## config.mk

```make
export PLATFORM = sky130hd
export DESIGN_NAME = mult_hilo_unit
export DESIGN_NICKNAME = d
export VERILOG_FILES = /design/src/rtl/mult_hilo_unit.sv
export SDC_FILE = /design/constraint.sdc
export NUM_CORES = 1
export LEC_CHECK = 0
export ABC_AREA = 1
export CAP_MARGIN = 5
export CELL_PAD_IN_SITES_DETAIL_PLACEMENT = 1
export CELL_PAD_IN_SITES_GLOBAL_PLACEMENT = 2
export CORE_UTILIZATION = 32
export DETAILED_ROUTE_END_ITERATION = 7
export HOLD_SLACK_MARGIN = 0.15
export PLACE_DENSITY = 0.85
export SLEW_MARGIN = 10
export SYNTH_ARGS = -nofsm -noshare
export SYNTH_HDL_FRONTEND = slang
export SYNTH_SLANG_ARGS = --single-unit
```

## constraint.sdc

```tcl
create_clock -name clk -period 9.44 [get_ports clk]
set_clock_uncertainty 0.1 [all_clocks]
set_input_delay 1.416 -clock clk [delete_from_list [all_inputs] [get_ports clk]]
set_output_delay 1.416 -clock clk [all_outputs]
set_load 0.1 [all_outputs]
```

## src/rtl/mult_hilo_unit.sv

```systemverilog
// Iterative shift-add multiplier with architectural HI/LO registers (mult/multu, mfhi/mflo).
// Latency: accept edge, WIDTH MUL cycles, one FIN cycle; HI/LO and done valid WIDTH+2 cycles after accept.
// Backpressure: stall holds the PC from the request cycle until the done cycle; start is ignored while busy or done.
module mult_hilo_unit #(
  parameter int WIDTH = 32,
  parameter int CNT_W = 6
) (
  input  logic             clk,
  input  logic             rst,
  input  logic             start,
  input  logic             signed_op,
  input  logic [WIDTH-1:0] a,
  input  logic [WIDTH-1:0] b,
  input  logic             mf_sel,
  output logic [WIDTH-1:0] mf_out,
  output logic [WIDTH-1:0] hi,
  output logic [WIDTH-1:0] lo,
  output logic             busy,
  output logic             done,
  output logic             stall
);

  typedef enum logic [1:0] {IDLE, MUL, FIN} state_t;

  state_t             state;
  logic [2*WIDTH-1:0] acc;
  logic [2*WIDTH-1:0] mcand;
  logic [WIDTH-1:0]   mplier;
  logic [CNT_W-1:0]   cnt;
  logic               neg;

  logic [WIDTH-1:0]   a_mag;
  logic [WIDTH-1:0]   b_mag;
  logic [2*WIDTH-1:0] product;

  // Operand magnitudes for the accept edge and the sign-corrected final product.
  // The magnitude of the most negative value wraps to itself, which is the correct unsigned magnitude.
  always_comb begin
    a_mag   = (signed_op && a[WIDTH-1]) ? -a : a;
    b_mag   = (signed_op && b[WIDTH-1]) ? -b : b;
    product = neg ? -acc : acc;
  end

  // Control FSM and datapath: accept, WIDTH shift-add steps, then commit to HI/LO.
  always_ff @(posedge clk or posedge rst) begin
    if (rst) begin
      state  <= IDLE;
      acc    <= '0;
      mcand  <= '0;
      mplier <= '0;
      cnt    <= '0;
      neg    <= 1'b0;
      hi     <= '0;
      lo     <= '0;
      done   <= 1'b0;
    end else begin
      done <= 1'b0;
      case (state)
        IDLE: begin
          // done gating keeps the still-held instruction from re-triggering in its release cycle.
          if (start && !done) begin
            mcand  <= {{WIDTH{1'b0}}, a_mag};
            mplier <= b_mag;
            neg    <= signed_op & (a[WIDTH-1] ^ b[WIDTH-1]);
            acc    <= '0;
            cnt    <= '0;
            state  <= MUL;
          end
        end
        MUL: begin
          if (mplier[0]) begin
            acc <= acc + mcand;
          end
          mcand  <= mcand << 1;
          mplier <= mplier >> 1;
          cnt    <= cnt + CNT_W'(1);
          if (cnt == CNT_W'(WIDTH - 1)) begin
            state <= FIN;
          end
        end
        FIN: begin
          hi    <= product[2*WIDTH-1:WIDTH];
          lo    <= product[WIDTH-1:0];
          done  <= 1'b1;
          state <= IDLE;
        end
        default: begin
          state <= IDLE;
        end
      endcase
    end
  end

  assign busy   = (state != IDLE);
  assign stall  = busy | (start & ~done);
  assign mf_out = mf_sel ? hi : lo;

endmodule

```

==> impl_metrics.ini <==
[placed_design]
post-place-cells = 3999
place.gp.congestion = 0.909
place_ws_ps = 4410
dpl_cell_area_um2 = 21400
port_buffers = 167
hpwl_um = 62400

[layout]
drive_above_1_share_pct = 4.13
finish.instance_area_um2 = 22600
nNetsFinal = 3407
n_antenna_cell = 0
syn2layout_area_growth_pct = 19.2
finalCoreUtilization_pct = 38.9
fill_cells = 7697
layoutNonFillerInstCount = 4060

[synthesis]
netlist_area_um2 = 19000
synth_adder_area_share_pct = 4.52
ys_types = 47
synth_top_family_by_area = simple AND/OR/NAND/NOR gates
synth_mux_area_share_pct = 1.07
syn_area_per_cell_um2 = 6.07
ys_async_sr_fraction_pct = 100
ys.flop_type = dfrtp_1
ys_warn_count = 0
synth_compound_area_share_pct = 10.7
syn_inst = 3128
synth_seq_cells = 234
syn-num-nets = 3265
synth_edf_count = 0
synth_xor_area_share_pct = 1.71
synth-simple-area-share_pct = 38.3
yosysSeqAreaShare_pct = 30.8

[clock_network]
cts_setup_buffers = 0
cts_repair_resize_count = 0
hold_buffers = 0
cts-root-buf = clkbuf_16
cts_tree = done
numClockSinks = 234
cts_buffers = 34
clk_pin_slew_worst_paths_ps = 50
htreeDepth = 2
clkLatencyLatePin_ps = 550
cts_buffer_depth = 3

[power_and_ir_drop]
p_per_area_nw_per_um2 = 391
leakagePower_nw = 11.7
fin_total_pwr_mw = 8.86
max-vdd-ir-drop_uv = 273

[grt]
antenna_found_initial = 1
grt_pass1_vias = 21100
grt_remaining_overflow = 0
grt_start_max_net_pins = 113
grt_pass1_wl_um = 122000
gr-usage-all-layers_pct = 26.0

[timing]
maxSlewViolCount = 0
worstMarginPinSlew_ps = 1060
setup_viol = 0
final.period_utilization_pct = 53.1
hold_viol = 0
min_period_ps = 5010
fmax_mhz = 200
timing.final.ws_setup_ps = 4430
timing.hold.ws_ps = 396
tns_ps = 0
rsz0062_at_grt = false
max_slew_margin_pct = 29.3

[drt]
vias_per_cell = 5.03
wl_per_cell_um = 19.1
drt_iter0_drc = 947
drc = 0
wl_um = 77500
first_pass_iters = 5
num_vias = 20400
postRouteAntennaNets = 0

[worst_setup_path]
timing.rr.start = state[0]
startpoint_type = input pin
critPathKind = in -> out
critPathMaxFanout = 46
worstSetupEndpointType = primary output
cp.arrival_ps = 3490
crit_start = mf_sel
crit_required_ps = 7920

[floorplanning]
die_height_um = 246
die-area_um2 = 60300
fp.coreArea_um2 = 58100
io_pins = 168
num_rows = 88
fp.dieW_um = 246
start_util_pct = 32.7

[hold_path]
hold_path.class = reg -> reg
worstHoldStart = mplier[28]

[outcome]
status = finished clean

[run]
maxCapViolCount = 0
critical path: stages:
cell and delay [ps]:
buf_2 620, mux2_2 300, clkdlybuf4s50_1 1140
path summary, 6_finish.rpt:
check | cells past startpoint | endpoint | slack (ps)
worst min register to register | 2 | mplier[27] | 400
worst max register to register | 10 | acc[29] | 6200
worst max-delay path | 3 | mf_out[12] | 4430
min in group asynchronous | 2 | lo[4] | 1350
worst min-delay path | 2 | mplier[27] | 400
max in group asynchronous | 3 | neg | 6440
state kept, by name, summed over array words and instances, names as in the netlist, 2 cells and up:
signal and flops:
acc 64, mcand 64, hi 32, lo 32
mplier 32, cnt 6, state 2
per-layer routing:
metal	share of wire, %	GRT usage [%]
met1	47	34.5
met2	47	44.8
met3	3.4	2.91
met4	2.2	6.12
met5	0	0
where the power goes:
| group | leakage [nW] | total, mW | internal, mW | switching [mW] |
|---|---|---|---|---|
| Sequential | 3.03 | 1.99 | 1.43 | 0.559 |
| Combinational | 8.15 | 5.49 | 1.54 | 3.95 |
| Clock | 0.574 | 1.38 | 0.869 | 0.512 |
cell type report:
cell class              instances  area [um^2]  share of cell area, %
clock buffers                  45          943                   4.17
multi-input cells            2250        10700                   47.4
well taps                     765          957                   4.23
repair buffers                181         1770                   7.83
flip-flops and latches        234         5860                   25.9
clock inverters                16          241                   1.07
inverters                     569         2140                   9.47
cell usage after synthesis, types with 10 or more instances:
cell,n,area [um^2]
a31oi_1,10,62.6
inv_1,561,2110
o22ai_1,43,269
o21bai_1,15,113
mux2_2,18,203
nand2_1,1110,4170
nor3_1,40,200
o21ai_0,140,701
dfrtp_1,234,5860
o211ai_1,11,82.6
o221ai_1,19,166
buf_2,17,85.1
xor2_1,29,254
or2_2,12,75.1
a21oi_1,92,460
clkbuf_1,51,191
nand4_1,29,181
ha_1,67,838
nand3_1,261,1310
nor2_1,287,1080
kinds of logic after synthesis:
group                    after synthesis
multiplexers                          18
adder cells (fa/ha/maj)               68
flip-flops                           234
AND/OR/NAND/NOR                     1774
XOR/XNOR                              37
AO/OA/AOI/OAI                        353
buffers and inverters                644
placed cells by master, fill, tap and decap left out, types with 5 or more instances in the layout:
cell / count
nand2_1: 1110
inv_1: 558
nor2_1: 284
nand3_1: 261
dfrtp_1: 233
clkdlybuf4s50_1: 166
o21ai_0: 140
a21oi_1: 92
ha_1: 67
o22ai_1: 43
nor3_1: 40
clkbuf_16: 35
nand4_1: 29
xor2_1: 29
o221ai_1: 19
mux2_2: 18
o21bai_1: 15
buf_4: 14
or2_2: 12
o211ai_1: 11
a31oi_1: 10
inv_2: 9
nor2_2: 9
xnor2_1: 8
nor2_4: 7
clkbuf_1: 7
clkinv_2: 6
bufinv_16: 6
o21ai_1: 5
No activity file was read; power rests on OpenSTA's default activity.
